==> src/rtl/inert_spi_slave_if.sv <==
// SPI pin bundle for the inertial sensor link.
// The master modport is the host side and the slave modport is the sensor side.
interface inert_spi_slave_if;
    logic SS_n;
    logic SCLK;
    logic MOSI;
    logic MISO;

    modport master (output SS_n, output SCLK, output MOSI, input MISO);
    modport slave  (input SS_n, input SCLK, input MOSI, output MISO);
endinterface

==> src/rtl/inert_spi_slave.sv <==
// Inertial-sensor SPI responder on a 16-bit mode-3 link.
// It takes config writes, answers register reads, and issues periodic ptch/AZ samples with INT.
module inert_spi_slave #(
    parameter logic [15:0] MEAS_PERIOD = 16'd2048,
    parameter logic [7:0]  WHO_AM_I    = 8'h6A
) (
    input  logic               clk,
    input  logic               rst,
    inert_spi_slave_if.slave   spi,
    output logic               INT,
    input  logic [15:0]        ptch_in,
    input  logic [15:0]        AZ_in,
    output logic               cfg_ok
);

    typedef enum logic [1:0] {IDLE, SHIFT, DONE} state_t;

    localparam logic [15:0] LAST_CNT = MEAS_PERIOD - 16'd1;

    logic [2:0]  ss_sync, sclk_sync, mosi_sync;
    logic        ss_fall, ss_rise, sclk_rise, sclk_fall, mosi_s;
    state_t      state;
    logic [4:0]  bit_cnt;
    logic [7:0]  rx;
    logic [15:0] tx;
    logic [7:0]  cmd;
    logic        miso_q;
    logic [7:0]  reg_0d, reg_10, reg_11, reg_14;
    logic [15:0] ptch_q, az_q;
    logic [15:0] period_cnt;
    logic        pending;
    logic [6:0]  rd_addr;
    logic [7:0]  rd_byte;
    logic        commit, int_clr, meas_en, update;

    // Two flops for metastability, then a third to provide the previous value for edge detection.
    // NOTE: sequential state always uses non-blocking assignments so every flop samples pre-edge values.
    always_ff @(posedge clk or posedge rst) begin
        if (rst) begin
            ss_sync   <= 3'b111;
            sclk_sync <= 3'b111;
            mosi_sync <= 3'b000;
        end else begin
            ss_sync   <= {ss_sync[1:0], spi.SS_n};
            sclk_sync <= {sclk_sync[1:0], spi.SCLK};
            mosi_sync <= {mosi_sync[1:0], spi.MOSI};
        end
    end

    assign ss_fall   = ss_sync[2] & ~ss_sync[1];
    assign ss_rise   = ~ss_sync[2] & ss_sync[1];
    assign sclk_rise = ~sclk_sync[2] & sclk_sync[1];
    assign sclk_fall = sclk_sync[2] & ~sclk_sync[1];
    assign mosi_s    = mosi_sync[2];

    // Register address seen on the 8th rising edge, before rx has absorbed that bit.
    assign rd_addr = {rx[5:0], mosi_s};

    // NOTE: every output of a combinational block gets a default first, so no path can infer a latch.
    always_comb begin
        rd_byte = 8'h00;
        case (rd_addr)
            7'h0D:   rd_byte = reg_0d;
            7'h0F:   rd_byte = WHO_AM_I;
            7'h10:   rd_byte = reg_10;
            7'h11:   rd_byte = reg_11;
            7'h14:   rd_byte = reg_14;
            7'h22:   rd_byte = ptch_q[7:0];
            7'h23:   rd_byte = ptch_q[15:8];
            7'h2C:   rd_byte = az_q[7:0];
            7'h2D:   rd_byte = az_q[15:8];
            default: rd_byte = 8'h00;
        endcase
    end

    assign commit  = (state == DONE) && (bit_cnt == 5'd16);
    assign int_clr = commit && (cmd == 8'hA2);

    // NOTE: the small register file is built from discrete flops, so it can be cleared by reset like any other state.
    always_ff @(posedge clk or posedge rst) begin
        if (rst) begin
            state   <= IDLE;
            bit_cnt <= 5'd0;
            rx      <= 8'h00;
            tx      <= 16'h0000;
            cmd     <= 8'h00;
            miso_q  <= 1'b0;
            reg_0d  <= 8'h00;
            reg_10  <= 8'h00;
            reg_11  <= 8'h00;
            reg_14  <= 8'h00;
        end else begin
            case (state)
                IDLE: begin
                    miso_q <= 1'b0;
                    if (ss_fall) begin
                        state   <= SHIFT;
                        bit_cnt <= 5'd0;
                        tx      <= 16'h0000;
                    end
                end
                SHIFT: begin
                    if (ss_rise) begin
                        state <= DONE;
                    end else begin
                        if (sclk_rise) begin
                            rx <= {rx[6:0], mosi_s};
                            if (bit_cnt != 5'd16) bit_cnt <= bit_cnt + 5'd1;
                            if (bit_cnt == 5'd7) begin
                                cmd <= {rx[6:0], mosi_s};
                                // Eight falls are still to come, so the read byte goes into the top of tx.
                                if (rx[6]) tx <= {rd_byte, 8'h00};
                            end
                        end
                        if (sclk_fall) begin
                            miso_q <= tx[15];
                            tx     <= {tx[14:0], 1'b0};
                        end
                    end
                end
                DONE: begin
                    state  <= IDLE;
                    miso_q <= 1'b0;
                    if (commit && !cmd[7]) begin
                        case (cmd[6:0])
                            7'h0D:   reg_0d <= rx;
                            7'h10:   reg_10 <= rx;
                            7'h11:   reg_11 <= rx;
                            7'h14:   reg_14 <= rx;
                            default: ;
                        endcase
                    end
                end
                default: state <= IDLE;
            endcase
        end
    end

    assign spi.MISO = miso_q;
    assign cfg_ok   = (reg_0d == 8'h02) && (reg_10 == 8'h53) &&
                      (reg_11 == 8'h50) && (reg_14 == 8'h60);

    // Samples land only while no frame is in flight, so a read never mixes old and new bytes.
    assign meas_en = (reg_0d == 8'h02);
    assign update  = pending && ss_sync[1] && (state == IDLE);

    always_ff @(posedge clk or posedge rst) begin
        if (rst) begin
            period_cnt <= 16'd0;
            pending    <= 1'b0;
            INT        <= 1'b0;
            ptch_q     <= 16'h0000;
            az_q       <= 16'h0000;
        end else if (!meas_en) begin
            period_cnt <= 16'd0;
            pending    <= 1'b0;
            INT        <= 1'b0;
        end else begin
            period_cnt <= (period_cnt == LAST_CNT) ? 16'd0 : period_cnt + 16'd1;
            if (int_clr) INT <= 1'b0;
            if (update) begin
                ptch_q  <= ptch_in;
                az_q    <= AZ_in;
                INT     <= 1'b1;
                pending <= 1'b0;
            end
            if (period_cnt == LAST_CNT) pending <= 1'b1;
        end
    end

endmodule

==> src/flat_wrapper.sv <==
// flat-port wrapper written by rule: the top's interface ports become plain ports
module inert_spi_slave_flat 
#(
    parameter logic [15:0] MEAS_PERIOD = 16'd2048,
    parameter logic [7:0]  WHO_AM_I    = 8'h6A
)
  (clk, rst, INT, ptch_in, AZ_in, cfg_ok, spi_SS_n, spi_SCLK, spi_MOSI, spi_MISO);
  inert_spi_slave_if spi_i ();
  input  logic clk;
  input  logic rst;
  output logic INT;
  input  logic [15:0] ptch_in;
  input  logic [15:0] AZ_in;
  output logic cfg_ok;
  input wire logic [$bits(spi_i.SS_n)-1:0] spi_SS_n;
  input wire logic [$bits(spi_i.SCLK)-1:0] spi_SCLK;
  input wire logic [$bits(spi_i.MOSI)-1:0] spi_MOSI;
  output wire logic [$bits(spi_i.MISO)-1:0] spi_MISO;
  assign spi_i.SS_n = spi_SS_n;
  assign spi_i.SCLK = spi_SCLK;
  assign spi_i.MOSI = spi_MOSI;
  assign spi_MISO = spi_i.MISO;
  inert_spi_slave #(.MEAS_PERIOD(MEAS_PERIOD), .WHO_AM_I(WHO_AM_I)) u_core (.clk(clk), .rst(rst), .spi(spi_i), .INT(INT), .ptch_in(ptch_in), .AZ_in(AZ_in), .cfg_ok(cfg_ok));
endmodule
==> config.mk <==
export PLATFORM = sky130hd
export DESIGN_NAME = inert_spi_slave_flat
export DESIGN_NICKNAME = d
export VERILOG_FILES = /design/src/rtl/inert_spi_slave_if.sv /design/src/rtl/inert_spi_slave.sv /design/src/flat_wrapper.sv
export SDC_FILE = /design/constraint.sdc
export NUM_CORES = 1
export LEC_CHECK = 0
export ABC_AREA = 1
export CORE_ASPECT_RATIO = 0.5
export CORE_MARGIN = 4
export CORE_UTILIZATION = 25
export CTS_CLUSTER_DIAMETER = 60
export DETAILED_ROUTE_END_ITERATION = 10
export PLACE_DENSITY = 0.38
export SLEW_MARGIN = 20
export SYNTH_ARGS = -nofsm -noshare
export SYNTH_HDL_FRONTEND = slang
export SYNTH_SLANG_ARGS = --single-unit
==> constraint.sdc <==
create_clock -name clk -period 5.7 [get_ports clk]
set_input_delay 1.14 -clock clk [delete_from_list [all_inputs] [get_ports clk]]
set_output_delay 1.14 -clock clk [all_outputs]
set_load 0.01 [all_outputs]
# Word level (Yosys, flattened, before mapping)

Cells that the tools add are included.

Bits in registers: 131
Output and inout port bits: 3
Word-level logic and storage cells: 115

$add $sub $neg: 2
Equal/unequal tests: 35
Mux-type cells: 27
Bitwise logic cells: 9
Reduce and logical (&&, ||, !) cells: 24

Operators by type and width:

| kind                  | number |
|---|---|
| $mux 16               | 8 |
| $pmux 8 s9            | 1 |
| $eq 7x5->1 const B    | 6 |
| $pmux 16 s2           | 1 |
| $eq 7x6->1 const B    | 4 |
| $eq 8x7->1 const B    | 3 |
| $eq 7x4->1 const B    | 3 |
| $mux 5                | 4 |
| $reduce_and 3->1      | 6 |
| $add 16x1->16 const B | 1 |
| $eq 16x11->1 const B  | 1 |
| $ne 2x1->1 const B    | 5 |
| $pmux 5 s2            | 1 |
| $ne 3x1->1 const B    | 3 |
| $eq 8x2->1 const B    | 1 |
| $eq 8x8->1 const B    | 1 |
| $logic_and 1x1->1     | 8 |
| $mux 1                | 8 |
| $reduce_and 6->1      | 1 |
| $add 5x1->5 const B   | 1 |
| $eq 5x3->1 const B    | 1 |
| $eq 5x5->1 const B    | 1 |
| $ne 5x5->1 const B    | 1 |
| $not 1->1             | 5 |
| 16 further kinds      | 22 |

# Longest topological paths before layout

Gate-level depths: netlist of run 1.

Word-level depth: 8
Mapped depth: 12

# Worst setup path before layout of run 1

No wires, ideal clock.

Path type: register -> output
From: register u_core.reg_0d[2]
To: output cfg_ok
Arrival: 1.165 ns
Required time: 4.560 ns
Slack: 3.395 ns
Stages on the path, launching flop included: 4
Path through: dfrtp_1 nor2_2 nand4_4 nor4_1

Word-level cells in the longest chain between the ends: 4

Ends and longest elaborated chain:

| element                        | RTL line               | RTL |
|---|---|---|
| from (decl)                    | inert_spi_slave.sv:28  | `logic [7:0] reg_0d, reg_10, reg_11, reg_14;` |
| from (signal assigned)         | inert_spi_slave.sv:126 | `7'h0D: reg_0d <= rx;` |
| $eq 8x2->1                     | inert_spi_slave.sv:140 | `assign cfg_ok = (reg_0d == 8'h02) && (reg_10 == 8'h53) &&` |
| $logic_and 1x1->1 (2 in a row) | inert_spi_slave.sv:140 |  |
| $logic_and 1x1->1              | inert_spi_slave.sv:141 | `(reg_11 == 8'h50) && (reg_14 == 8'h60);` |
| to (decl)                      | flat_wrapper.sv:14     | `output logic cfg_ok;` |

Every way passes these cells.

# Final worst setup path of run 1

From: register u_core.reg_0d[4]
To: output cfg_ok

The elaborated chain is that of the path after synthesis.

==> reports/metrics.yaml, run 1 <==
sta:
  clock.fmax_mhz: 303
  slew_viol_final: 0
  skew_ns: 0.0135
  setup_violations: 0
  finalCriticalPeriod_ns: 3.30
  tightest_slew_ns: 0.877
  fin_crit_sh: 0.579
  final-hold-violation-count: 0
  setup_tns_ns: 0
  rsz0062_at_grt: "false"
  max_slew_margin: 0.415
logic_synthesis:
  synth_edf_count: 0
  yosys_warnings: 0
  syn_nets: 701
  post_synth_main_area_contributors: "dfrtp_1 (50%), nand2_1 (11%), mux2_4 (5.9%)"
  syn_area_sq_mm: 0.00590
  synth_commonest_cells: "nand2_1 (169), dfrtp_1 (117), nand3_1 (63)"
  synthArstFlopShare: 1.00
  synth_top_area_frac: 0.496
  ys_types: 39
  synth_seq_cells: 123
  postSynthCellCount: 661
  ys_seq_area_frac: 0.523
  synthFlopType: "dfrtp_1"
  yosysMostFrequentCell: "nand2_1"
  syn_avg_cell_area_sq_um: 8.93
  yosys.area.top_type: "dfrtp_1"
placed_design:
  port-buffer-count: 39
  place_area_sq_mm: 0.00659
  placed_cells: 995
  hpwlAfterDp_mm: 11.9
  place.gp.congestion: 0.796
floorplanning:
  die_w_um: 225
  rows: 39
  ios: 40
  core_sq_mm: 0.0230
  start_util: 0.256
  die-area_sq_mm: 0.0263
  die_y_um: 117
routing:
  totalWireLength_mm: 16.4
  initialDrtViolationCount: 300
  route.met3.wl_um: 665
  wl_met1_mm: 8.50
  top_layer_used: "met4"
  remaining_drc_errors: 0
  met2_wirelength_mm: 7.02
  wl_per_cell_um: 15.9
  dr.pass1.iters: 4
  ant_nets: 0
  vias_per_cell: 4.41
  vias: 4529
clock_network:
  clk_path_buf_depth: 2
  htree_levels: 4
  cts_made_buffers: 17
  cts_tree: "built"
  cts_resized: 0
  clk_latency_ns: 0.42
  path_clk_slew_ns: 0.06
  cts_setup_buffers: 0
  postCtsHoldBufs: 0
  clock_sinks: 123
  root_buffer: "clkbuf_16"
grt:
  overflow: 0
  grt_max_degree: 63
  grt_pass1_wl_mm: 26.4
  grt_pass1_vias: 4639
  grt_util_all_layers: 0.131
  antenna_found_initial: 1
finish:
  drive_gt1_frac: 0.133
  syn_to_final_growth_pct: 21.8
  multi_input_area_sq_mm: 0.00248
  antenna_cells: 0
  fin_util: 0.312
  fill_cells: 2472
  design_area_sq_mm: 0.00719
  regArea_sq_mm: 0.00309
  final_nets: 747
  finalNonFillerCells: 1027
power_and_ir_drop:
  ir_drop_v: 0.000162
  p_leak_uw: 0.00320
  power_uw: 2380
  power.density_mw_per_mm2: 331
critical_path:
  start_kind: "flip-flop"
  rrSetupSlack_ns: 3.33
  worst-path-buf-inv: 1
  crit_fanout: 10
  cp_data_arrival_time_ns: 2.16
  crit_chain: "nor2_2 -> nand4_4 -> nor4_1 -> clkdlybuf4s50_1"
  required_ns: 4.56
  slowest_delay_ns: 0.59
  cp_slowest_cell: "clkdlybuf4s50_1"
  worstSetupEndpointType: "output port"
  critPathTopFamily: "simple AND/OR/NAND/NOR gates"
  worstSetupPathType: "flip-flop to output port"
outcome:
  status: "completed"
job:
  max_cap_violations: 0
min_path:
  hold_class: "flip-flop to flip-flop"
==> worst register-to-register path, delay by kind of cell (launching register included) <==
kind / cells / cell delay (ns)
AOI/OAI and AO/OA: 1 / 0.29
buffers and inverters: 1 / 0.26
DFF: 1 / 0.40
and+or+nand+nor: 7 / 1.36
==> report_power, final <==
part           leakage [uW]  internal, uW  switching, uW
Combinational       0.00132          87.3            240
Sequential          0.00161           919           37.5
Clock              0.000274           651            441
Total               0.00320          1660            718
==> metal layers <==
layer	vias to the layer above	track usage
li1	2260	-
met1	2185	0.191
met2	71	0.195
met3	13	0.0342
met4	0	0.0322
met5	-	0
==> stage by stage <==
stage	hold slack, ns	worst slack [ns]
after CTS	0.350	2.33
after floorplan	0.331	1.30
after global routing	0.363	2.24
final	0.350	2.40
after detailed placement	0.337	2.79
after global placement	0.333	2.80
==> placed cells by master (no fill, tap or decap), types with 7 or more instances in the layout <==
cell and instances:
clkbuf_16 17, nor4_1 7, nand4_1 9, mux2_4 23
o21ai_1 7, nand3_1 63, a21oi_1 8, inv_1 57
nand2_1 169, xor2_1 8, nor2_2 8, clkdlybuf4s50_1 39
o21ai_0 57, nor3_1 9, dfrtp_1 117, nor2_1 60
==> logic make-up (layout without fill, tap and decap cells) <==
logic type | after synthesis | count (layout) | synth area share
xor gates and xnor gates | 10 | 10 | 0.0148
muxes | 29 | 29 | 0.0700
and+or+nand+nor | 343 | 343 | 0.261
AOI/OAI and AO/OA | 77 | 77 | 0.0672
buffers and inverters | 76 | 135 | 0.0581
DFF | 123 | 123 | 0.523
adders and majority gates | 3 | 3 | 0.00636
==> worst paths after layout <==
check | from | end | cells past startpoint
hold reg to reg | u_core.mosi_sync[0]$_DFF_PP0_ | u_core.mosi_sync[1]$_DFF_PP0_ | 0
hold / removal | u_core.mosi_sync[0]$_DFF_PP0_ | u_core.mosi_sync[1]$_DFF_PP0_ | 0
setup / recovery | u_core.reg_0d[4]$_DFFE_PP0P_ | cfg_ok | 4
setup reg to reg | u_core.rx[4]$_DFFE_PP0P_ | u_core.tx[8]$_DFFE_PP0P_ | 9
min in group asynchronous | rst | u_core.period_cnt[5]$_DFF_PP0_ | 2
max in group asynchronous | rst | u_core.sclk_sync[2]$_DFF_PP1_ | 3
==> flip-flops by register name (all words and copies together) (netlist names), 2 cells and up <==
name and count:
u_core.reg_14 8, u_core.period_cnt 16, u_core.cmd 8, u_core.state 2, u_core.az_q 16, u_core.bit_cnt 5
u_core.ss_sync 3, u_core.reg_10 8, u_core.rx 8, u_core.sclk_sync 3, u_core.reg_0d 8, u_core.mosi_sync 3
u_core.ptch_q 16, u_core.reg_11 8, u_core.tx 8
==> cell type report <==
type,count,share of cell area
Multi-Input combinational cell,462,0.345
Tap cell,307,0.0534
Clock buffer,17,0.0592
Sequential cell,123,0.429
Timing Repair Buffer,40,0.0571
Inverter,63,0.0333
Clock inverter,15,0.0232
(Power assumes the default switching activity.)
==> inputs of run 2 (changes only) <==
- PLACE_DENSITY: 0.38 -> 0.4
- clock period: 5.7 -> 2.82 ns (I/O delays scaled with it)
==> run 2 against run 1 <==
Effect of this change:
- sequential share of layout area is 0.67 points lower
- critical path depth stayed put
- routed wire length is 1.5% lower
- via count is 0.64% higher
- first-iteration DRC count is 16% lower
- critical endpoint unchanged
- largest cell class unchanged
==> reports/metrics.yaml, run 2 (synthesis results as in run 1) <==
clock_network:
  htree_levels: 4
  clock_sinks: 123
  path_clk_slew_ns: 0.06
  cts_made_buffers: 17
  cts_tree: "built"
  root_buffer: "clkbuf_16"
  clk_latency_ns: 0.42
  clk_path_buf_depth: 2
  postCtsHoldBufs: 0
sta:
  tightest_slew_ns: 0.665
  max_slew_margin: 0.557
  slew_viol_final: 0
  fin_crit_sh: 0.940
  whs_ns: 0.347
  rsz0062_at_grt: "false"
  setup_violations: 0
  setup_tns_ns: 0
  finalCriticalPeriod_ns: 2.65
  skew_ns: 0.00848
  clock.fmax_mhz: 377
  final-hold-violation-count: 0
floorplanning:
  rows: 39
  ios: 40
  start_util: 0.256
  die-area_sq_mm: 0.0263
  die_w_um: 225
  die_y_um: 117
  core_sq_mm: 0.0230
finish:
  regArea_sq_mm: 0.00309
  final_common_cell: "nand2_1"
  reg_top3: "u_core.az_q (16), u_core.period_cnt (16), u_core.ptch_q (16)"
  antenna_cells: 0
  fill_cells: 2455
  layout_common_cells: "nand2_1 (169), dfrtp_1 (117), nand3_1 (63), nor2_1 (60)"
  syn_to_final_growth_pct: 23.7
  final_nets: 756
  multi_input_area_sq_mm: 0.00248
  drive_gt1_frac: 0.145
min_path:
  hold_class: "flip-flop to flip-flop"
  hold_depth: 0
  hold_start: "u_core.mosi_sync[1]$_DFF_PP0_"
  worstHoldEndpoint: "u_core.mosi_sync[2]$_DFF_PP0_"
critical_path:
  crit_cells: 4
  required_ns: 2.26
  timing.rr.start: "u_core.reg_0d[2]$_DFFE_PP0P_"
  crit_start: "u_core.reg_0d[2]$_DFFE_PP0P_"
  cp_data_arrival_time_ns: 2.09
  crit_fanout: 8
  crit_chain: "nor2_2 -> nand4_4 -> nor4_2 -> clkdlybuf4s50_1"
  cp_slowest_cell: "clkdlybuf4s50_1"
  slowest_delay_ns: 0.58
  worstSetupEndpointType: "output port"
  worstSetupPathType: "flip-flop to output port"
  reg2reg_to: "u_core.ptch_q[3]$_DFFE_PP0P_"
  start_kind: "flip-flop"
  rrSetupSlack_ns: 0.60
  critPathTopFamily: "simple AND/OR/NAND/NOR gates"
  r2r_cells: 6
  worst-path-buf-inv: 1
grt:
  grt_max_degree: 42
  grt_busiest_layer: "met2"
  grt_util_all_layers: 0.130
  met3_usage: 0.0309
  met1_usage: 0.187
  use_met2: 0.194
  antenna_found_initial: 0
  grt_pass1_vias: 4606
  overflow: 0
  grt_pass1_wl_mm: 26.0
outcome:
  status: "completed"
power_and_ir_drop:
  power_uw: 4830
  power.density_mw_per_mm2: 661
  p_leak_uw: 0.00325
  ir_drop_v: 0.000428
routing:
  vias: 4558
  initialDrtViolationCount: 251
  totalWireLength_mm: 16.1
  remaining_drc_errors: 0
  ant_nets: 0
  dr.pass1.iters: 5
  vias_per_cell: 4.40
  wl_per_cell_um: 15.5
placed_design:
  hpwlAfterDp_mm: 11.9
  place.gp.congestion: 0.798
  port-buffer-count: 39
job:
  max_cap_violations: 0
[run 2: worst max path at each step]
stage                                        end  slack, ns
after detailed placement                  cfg_ok       0.50
after global routing                      cfg_ok       0.02
after CTS                                 cfg_ok       0.04
final                                     cfg_ok       0.17
after global placement                    cfg_ok       0.53
after floorplan           u_core.INT$_DFFE_PP0P_       0.75
[run 2: final cells by class]
cell class / instances / area share
well taps: 307 / 0.0526
clock inverters: 13 / 0.0195
repair buffers: 49 / 0.0706
flip-flops and latches: 123 / 0.423
inverters: 63 / 0.0329
clock buffers: 19 / 0.0620
multi-input cells: 462 / 0.340
[run 2: timing repair]
item	4_1_cts	5_1_grt
setup buffers	0	1
gates resized for setup	0	1
setup endpoints to repair	0	1
[run 2: routing by layer]
metal  vias up  routed length, um
li1       2281                  -
met1      2195               8460
met2        67               6960
met3        15                468
met4         0                215
met5         -                  0
[run 2: metrics by stage]
step	std cells	util	setup slack [ns]	instance area [sq um]
floorplan	661	-	0.750	5910
global placement	1003	0.291	0.525	6690
detailed placement	1003	0.291	0.504	6690
CTS	1035	0.316	0.0355	7290
global route	1036	0.317	0.0223	7300
finish	1036	0.317	0.168	7300
[run 2: report_power, final]
group	total (uW)	internal, uW	leakage, uW	switching [uW]
sequential	1930	1860	0.00161	72.6
clock	2210	1350	0.000278	858
combinational	689	207	0.00137	482
